==> src/rtl/adder_accum_ctrl_pkg.sv <==
// Shared definitions for the adder accumulator controller: FSM encoding,
// flag bit positions and default widths.
package adder_accum_ctrl_pkg;

  localparam int WIDTH_DEFAULT = 16;
  localparam int CNT_W_DEFAULT = 8;
  localparam int NFLAGS        = 5;

  localparam logic [1:0] ST_IDLE  = 2'd0;
  localparam logic [1:0] ST_ACCUM = 2'd1;
  localparam logic [1:0] ST_DONE  = 2'd2;

  localparam int FLAG_SIGN  = 4;
  localparam int FLAG_ZERO  = 3;
  localparam int FLAG_CARRY = 2;
  localparam int FLAG_OVF   = 1;
  localparam int FLAG_PAR   = 0;

  // Flags describing a sum of 0x0000: zero set, even parity set.
  function automatic logic [NFLAGS-1:0] empty_flags();
    logic [NFLAGS-1:0] f;
    f            = '0;
    f[FLAG_ZERO] = 1'b1;
    f[FLAG_PAR]  = 1'b1;
    return f;
  endfunction

endpackage

==> src/rtl/adder_accum_ctrl_flag_reg.sv <==
// acc_flag_reg: registered copy of the adder flags for the current burst.
// STICKY_FLAGS_EN makes carry and overflow accumulate across the burst.
module acc_flag_reg
  import adder_accum_ctrl_pkg::*;
(
  input  logic              clk,
  input  logic              rst,
  input  logic              clear,
  input  logic              load_empty,
  input  logic              capture,
  input  logic [NFLAGS-1:0] add_flags,
  output logic [NFLAGS-1:0] flags
);

  logic [NFLAGS-1:0] next_flags;

  always_comb begin
    next_flags = add_flags;
`ifdef STICKY_FLAGS_EN
    next_flags[FLAG_CARRY] = add_flags[FLAG_CARRY] | flags[FLAG_CARRY];
    next_flags[FLAG_OVF]   = add_flags[FLAG_OVF]   | flags[FLAG_OVF];
`endif
  end

  always_ff @(posedge clk or posedge rst) begin
    if (rst) begin
      flags <= '0;
    end else if (clear) begin
      flags <= '0;
    end else if (load_empty) begin
      flags <= empty_flags();
    end else if (capture) begin
      flags <= next_flags;
    end
  end

endmodule

==> src/rtl/adder_accum_ctrl.sv <==
// adder_accum_ctrl: sums a burst of operands through an external flag adder.
// Optional macro STICKY_FLAGS_EN: sticky carry/overflow across the burst.
module adder_accum_ctrl
  import adder_accum_ctrl_pkg::*;
#(
  parameter int WIDTH = WIDTH_DEFAULT,
  parameter int CNT_W = CNT_W_DEFAULT
) (
  input  logic             clk,
  input  logic             rst,
  input  logic             start,
  input  logic [CNT_W-1:0] len,
  input  logic             in_valid,
  input  logic [WIDTH-1:0] in_data,
  output logic             in_ready,
  output logic [WIDTH-1:0] add_x,
  output logic [WIDTH-1:0] add_y,
  input  logic [WIDTH-1:0] add_z,
  input  logic             add_sign,
  input  logic             add_zero,
  input  logic             add_carry,
  input  logic             add_overflow,
  input  logic             add_parity,
  output logic             out_valid,
  input  logic             out_ready,
  output logic [WIDTH-1:0] out_sum,
  output logic [4:0]       out_flags,
  output logic             busy
);

  logic [1:0]        state;
  logic [WIDTH-1:0]  acc;
  logic [CNT_W-1:0]  count;
  logic              in_hs;
  logic              out_hs;
  logic              start_empty;
  logic              start_burst;
  logic [NFLAGS-1:0] add_flags;
  logic [NFLAGS-1:0] flags;

  assign in_ready  = (state == ST_ACCUM);
  assign out_valid = (state == ST_DONE);
  assign busy      = (state != ST_IDLE);
  assign in_hs     = in_valid & in_ready;
  assign out_hs    = out_valid & out_ready;

  assign start_empty = (state == ST_IDLE) && start && (len == '0);
  assign start_burst = (state == ST_IDLE) && start && (len != '0);

  assign add_x     = acc;
  assign add_y     = in_data;
  assign out_sum   = acc;
  assign out_flags = flags;

  always_comb begin
    add_flags             = '0;
    add_flags[FLAG_SIGN]  = add_sign;
    add_flags[FLAG_ZERO]  = add_zero;
    add_flags[FLAG_CARRY] = add_carry;
    add_flags[FLAG_OVF]   = add_overflow;
    add_flags[FLAG_PAR]   = add_parity;
  end

  // The accumulator is cleared on every start so an empty burst reports 0.
  always_ff @(posedge clk or posedge rst) begin
    if (rst) begin
      state <= ST_IDLE;
      acc   <= '0;
      count <= '0;
    end else begin
      case (state)
        ST_IDLE: begin
          if (start_empty) begin
            acc   <= '0;
            state <= ST_DONE;
          end else if (start_burst) begin
            acc   <= '0;
            count <= len;
            state <= ST_ACCUM;
          end
        end
        ST_ACCUM: begin
          if (in_hs) begin
            acc   <= add_z;
            count <= count - CNT_W'(1);
            if (count == CNT_W'(1)) begin
              state <= ST_DONE;
            end
          end
        end
        ST_DONE: begin
          if (out_hs) begin
            state <= ST_IDLE;
          end
        end
        default: state <= ST_IDLE;
      endcase
    end
  end

  acc_flag_reg u_flag_reg (
    .clk        (clk),
    .rst        (rst),
    .clear      (start_burst),
    .load_empty (start_empty),
    .capture    (in_hs),
    .add_flags  (add_flags),
    .flags      (flags)
  );

endmodule
==> config.mk <==
export PLATFORM = sky130hd
export DESIGN_NAME = adder_accum_ctrl
export DESIGN_NICKNAME = d
export VERILOG_FILES = /design/src/rtl/adder_accum_ctrl_pkg.sv /design/src/rtl/adder_accum_ctrl_flag_reg.sv /design/src/rtl/adder_accum_ctrl.sv
export SDC_FILE = /design/constraint.sdc
export NUM_CORES = 1
export LEC_CHECK = 0
export ABC_AREA = 1
export BUFFER_PORTS_ARGS = -buffer_cell sky130_fd_sc_hd__buf_2
export CAP_MARGIN = 0
export CORE_MARGIN = 2
export CORE_UTILIZATION = 45
export CTS_CLUSTER_SIZE = 20
export DETAILED_ROUTE_END_ITERATION = 8
export PLACE_DENSITY = 0.81
export SYNTH_ARGS = -nofsm -noshare
export SYNTH_HDL_FRONTEND = slang
export SYNTH_SLANG_ARGS = --single-unit
==> constraint.sdc <==
create_clock -name clk -period 1.8 [get_ports clk]
set_clock_uncertainty 0.15 [all_clocks]
set_input_delay 0.18 -clock clk [delete_from_list [all_inputs] [get_ports clk]]
set_output_delay 0.18 -clock clk [all_outputs]
set_load 0.1 [all_outputs]
==> run summary, run 1 <==
Final nets - 368
TritonCTS clock tree - built
Largest cells by area after synthesis - dfrtp_1 (40%), nand2_1 (13%), buf_4 (13%)
CP Capture Type - flip-flop
WHS - -0.00161 ns
Multi-input gate area - 785 sq um
CP Class - flip-flop to flip-flop
Via count - 1,809
Clock Sinks - 31
Period utilization - 92.6%
Worst path arrival time - 1.69 ns
Port Buffers - 73
Clock root buffer master - clkbuf_8
Die H - 69.3 um
Post-route ant nets - 0
Ys async rst share - 100%
Register area share after synthesis - 40.5%
DIE WIDTH - 69.3 um
Fin area - 2400 sq um
Vias/cell - 4.93
Critical path's slowest cell - dfrtp_1
Mapped Cells - 252
Post-CTS setup buffers - 0
GRT overflow - 0
Status - finished with violations
Most frequent cells after synthesis - nand2_1 (67), nand3_1 (48), buf_4 (33)
Die Area - 4800 sq um
Vias in the first global route - 1,667
CP max FO - 25
Top FF cell, synth - dfrtp_1
RePlAce Congestion - 0.861
Register area - 776 sq um
# rows - 23
Number of synthesized register bits - 31
Post-Syn Area per Cell - 7.61 sq um
H-tree Lvls - 2
Worst Tran Pin Value - 0.512 ns
Share of layout cells above drive strength 1 - 31.2%
Synth Net Count - 304
Worst Setup EP - count[3]
Achievable Freq - 600 MHz
Initial Utilization - 47.2%
P&R area growth vs syn - 25.1%
Slew Limit Fails - 0
Io pins - 106
DRC marker count from the first detailed-route iteration - 151
MaxCap Viol Count - 0
Setup violations, final - 0
Hpwl dp - 3190 um
Hold Violations, Final - 1
Startpoint types - flip-flop
Core box area - 4060 sq um
Drt pass-1 iters - 4
Most used cell, CP - nand2_4
# DRC - 0
Ys Warns - 0
Worst min path class - input port to flip-flop
Top-count cell post-synth - nand2_1
Count of distinct cell types in the synthesized netlist - 22
Routed WL - 4510 um
WL met1 - 1900 um
Number of diodes - 0
Worst-case clock buffer depth - 2
Initial antenna violation count - 0
Leading area contributor after synthesis - dfrtp_1
DR WL/cell - 12.3 um
Metal2 WL - 2120 um
Critical R2R Capture - count[3]
First-pass GRT wire length - 7630 um
Clock-pin slew on the worst setup and hold paths - 0.06 ns
Clk_lat worst skew - 0.28 ns
Dpl cell area - 2110 sq um
Layout filler cell count - 363
Fin crit period - 1.67 ns
Largest net degree at the start of global routing - 32
Worst EP required - 1.82 ns
Worst-path cell chain - nand2_4, clkinv_8, nand2_4, nand2_8, nand2_4, inv_1, nand2_1, nand2_1
Violated checks - hold timing
TritonCTS buffer count - 5
Top Metal Used - met4
Synth top area share - 40.5%
Post-Syn Area - 1920 sq um
Metal3 WL - 283 um
GRT Util Overall - 19.6%
Critical path's largest stage delay - 0.46 ns
Crit path from - state[0]
Register-to-Register Setup Slack - 0.13 ns
R2r worst-path depth - 8
Worst slew margin - 66.1%
Number of synthesized flops with an enable pin - 0
Reg-to-reg startpoint - state[0]
## critical path: cells and delay by family, from the launching register on
family | cells | cell delay [ns]
and+or+nand+nor | 6 | 0.70
DFF | 1 | 0.46
buffers and inverters | 2 | 0.24
## cell usage in the layout, fill, tap and decap left out
cell,instances
nand2_1,66
nand2_4,3
clkbuf_1,2
nand2_8,1
nor2_1,23
buf_4,5
dfrtp_1,31
nand2_2,2
o21ai_2,3
buf_12,1
nor2_2,1
inv_1,15
inv_2,1
nand3_1,48
clkbuf_8,5
xor2_1,1
buf_2,72
clkinv_2,1
dlygate4sd3_1,20
nand4_1,1
nor2_4,1
clkinv_8,1
a21boi_0,1
o21ai_0,5
or2_2,2
ha_1,2
a21oi_1,3
## metal layers
layer  global-route usage (%)  vias to the layer above
met3                     4.80                       23
li1                         -                      896
met4                     13.1                        0
met1                     24.7                      818
met2                     29.8                       72
met5                        0                        -
## flip-flops by register name, summed over array words and instances, names as in the netlist
register	flops
count	8
state	2
u_flag_reg.flags	5
add_x	16
## through the flow
stage	hold slack (ns)	utilization (%)	instances	setup WS, ns	TNS (ns)
floorplan	0.134	-	252	0.0899	0
global placement	0.126	52.0	340	0.214	0
detailed placement	0.138	52.0	340	0.140	0
CTS	0.00119	58.8	367	0.0432	0
global route	0.0275	59.1	367	-0.000385	-0.000385
finish	-0.00161	59.1	367	0.133	0
## cell families after synthesis
logic type	count (synthesis)	synth area share, %
flops	31	40.5
compound gates	12	3.85
fa+ha+maj	2	1.31
xor+xnor	1	0.457
buf+inv	58	19.4
simple gates	148	34.5
## cell type report
class                           instances  share of cell area (%)
Multi-Input combinational cell        163                    32.7
Sequential cell                        31                    32.3
Timing Repair Buffer                   98                    25.8
Clock buffer                            7                    3.18
Inverter                               17                    3.18
Tap cell                               50                    2.61
Clock inverter                          1                   0.209
## how the worst min path moves through the flow
stage	startpoint	cells after the start	end	slack (ns)
6_report	add_carry	3	u_flag_reg.flags[2]	-0.002
5_1_grt	add_parity	3	u_flag_reg.flags[0]	0.03
4_1_cts	add_carry	3	u_flag_reg.flags[2]	0.001
3_5_place_dp	rst	3	count[5]	0.14
3_3_place_gp	rst	3	count[1]	0.13
2_1_floorplan	rst	1	add_x[0]	0.13
## what timing repair did
action / in CTS / in global routing
setup endpoints to repair: 1 / 11
hold buffers: 20 / 0
gates resized for setup: 1 / 4
endpoints found under the hold margin: 50 / 0
Power of run 1 is left out: the tool's default activity adds up to more than one toggle a clock period on the data nets, which glitch-free logic cannot reach.
==> run 2, diff against run 1 <==
--- a/config.mk
+++ b/config.mk
@@ -9,10 +9,10 @@
 export BUFFER_PORTS_ARGS = -buffer_cell sky130_fd_sc_hd__buf_2
 export CAP_MARGIN = 0
 export CORE_MARGIN = 2
-export CORE_UTILIZATION = 45
+export CORE_UTILIZATION = 36
 export CTS_CLUSTER_SIZE = 20
 export DETAILED_ROUTE_END_ITERATION = 8
-export PLACE_DENSITY = 0.81
+export PLACE_DENSITY = 0.67
 export SYNTH_ARGS = -nofsm -noshare
 export SYNTH_HDL_FRONTEND = slang
 export SYNTH_SLANG_ARGS = --single-unit
==> run 2 against run 1 <==
  * The run now ends clean
  * Utilization shrank 10 points
  * Via count shrank 1.5%
  * Die area grew 23%
  * First-iteration DRC count fell by 59%
  * Critical path type is now flip-flop to output port
  * Critical endpoint is now in_ready
==> run summary, run 2 (synthesis results as in run 1) <==
Status - completed (was finished with violations)
CP Class - flip-flop to output port (was flip-flop to flip-flop)
Die Area - 5920 sq um (was 4800 sq um)
Fin crit period - 1.71 ns (was 1.67 ns)
Hpwl dp - 3190 um (about the same)
Final nets - 370 (was 368)
DIE WIDTH - 77.0 um (was 69.3 um)
Clock-pin slew on the worst setup and hold paths - 0.07 ns (was 0.06 ns)
Period utilization - 94.8% (was 92.6%)
R2r worst-path depth - 8 (unchanged)
Via count - 1,782 (was 1,809)
Startpoint types - flip-flop (unchanged)
Io pins - 106 (unchanged)
Die H - 77.0 um (was 69.3 um)
Worst slew margin - 67.2% (was 66.1%)
Layout filler cell count - 505 (was 363)
Setup violations, final - 0 (unchanged)
CP Capture Type - output port (was flip-flop)
Hold Violations, Final - 0 (was 1)
# rows - 26 (was 23)
Metal2 WL - 2190 um (was 2120 um)
Share of layout cells above drive strength 1 - 31.7% (was 31.2%)
Achievable Freq - 586 MHz (was 600 MHz)
Slew Limit Fails - 0 (unchanged)
Initial antenna violation count - 0 (unchanged)
Clock Sinks - 31 (unchanged)
TritonCTS clock tree - built (unchanged)
Vias in the first global route - 1,615 (was 1,667)
Metal3 WL - 380 um (was 283 um)
Number of diodes - 0 (unchanged)
Routed WL - 4790 um (was 4510 um)
Multi-input gate area - 779 sq um (was 785 sq um)
CP max FO - 17 (was 25)
RePlAce Congestion - 0.811 (was 0.861)
Max reg flops - 16 (unchanged)
Worst-case clock buffer depth - 2 (unchanged)
DRC marker count from the first detailed-route iteration - 62 (was 151)
P&R area growth vs syn - 30.5% (was 25.1%)
GRT overflow - 0 (unchanged)
Commonest cells after routing, fill and taps aside - buf_2 (72), nand2_1 (66), nand3_1 (48) (unchanged)
H-tree Lvls - 2 (unchanged)
Worst min path class - input port to flip-flop (unchanged)
Cell Count Post-Placement - 358 (was 340)
Core box area - 5110 sq um (was 4060 sq um)
TritonCTS buffer count - 5 (unchanged)
Largest net degree at the start of global routing - 34 (was 32)
MaxCap Viol Count - 0 (unchanged)
Vias/cell - 4.58 (was 4.93)
GRT Util Overall - 16.1% (was 19.6%)
Clk_lat worst skew - 0.28 ns (about the same)
Register area - 776 sq um (unchanged)
Final core occ - 49.0% (was 59.1%)
Clock root buffer master - clkbuf_8 (unchanged)
Worst path arrival time - 1.38 ns (was 1.69 ns)
WL met1 - 2180 um (was 1900 um)
First-pass GRT wire length - 7710 um (was 7630 um)
Top Metal Used - met4 (unchanged)
Fin cells - 389 (was 367)
Worst EP required - 1.47 ns (was 1.82 ns)
Drt pass-1 iters - 4 (unchanged)
Commonest non-fill, non-tap cell in the layout - buf_2 (unchanged)
DR WL/cell - 12.3 um (about the same)
Hold depth - 3 (unchanged)
Initial Utilization - 37.5% (was 47.2%)
Worst Tran Pin Value - 0.496 ns (was 0.512 ns)
Port Buffers - 73 (unchanged)
# DRC - 0 (unchanged)
Post-route ant nets - 0 (unchanged)
[run 2: per-layer routing]
| metal | vias to the layer above | track usage [%] |
|---|---|---|
| met4 | 0 | 4.11 |
| met1 | 799 | 20.8 |
| met2 | 76 | 26.1 |
| li1 | 901 | - |
| met3 | 6 | 5.06 |
| met5 | - | 0 |
[run 2: final timing paths]
kind | slack, ns | startpoint | to
worst max-delay path | 0.09 | state[1] | in_ready
worst min-delay path | 0.02 | add_zero | u_flag_reg.flags[3]
worst max register to register | 0.20 | state[1] | u_flag_reg.flags[3]
worst min register to register | 0.34 | count[1] | count[1]
max in group asynchronous | 0.82 | rst | add_x[6]
min in group asynchronous | 0.39 | rst | add_x[10]
[run 2: area by class of cell]
type / count / area share [%]
Clock inverter: 2 / 1.40
Sequential cell: 31 / 31.0
Multi-Input combinational cell: 163 / 31.2
Clock buffer: 6 / 3.30
Inverter: 17 / 2.65
Tap cell: 70 / 3.50
Timing Repair Buffer: 100 / 27.0
[run 2: per-stage QoR]
stage	setup TNS [ns]	setup slack, ns	cell area, sq um	hold slack (ns)
final	0	0.0929	2500	0.0170
after global routing	-0.00298	-0.00298	2500	0.0196
after CTS	0	0.0479	2470	0.00329
after detailed placement	0	0.156	2130	0.139
after global placement	0	0.231	2130	0.138
after floorplan	0	0.0899	1930	0.134
[run 2: timing repair]
action | CTS | global route
cloned | 0 | 1
endpoints found under the setup margin | 1 | 1
pin swaps | 0 | 0
endpoints found under the hold margin | 52 | 0
hold buffers | 22 | 0
setup buffers | 0 | 0
resized for setup | 1 | 1
[run 2: worst max-delay path, cell delays in order (launching register included)]
cell     delay, ns
dfrtp_1       0.40
inv_2         0.10
nand2_2       0.13
inv_4         0.13
buf_12        0.16
buf_16        0.17
Power of run 2 is left out for the same reason.
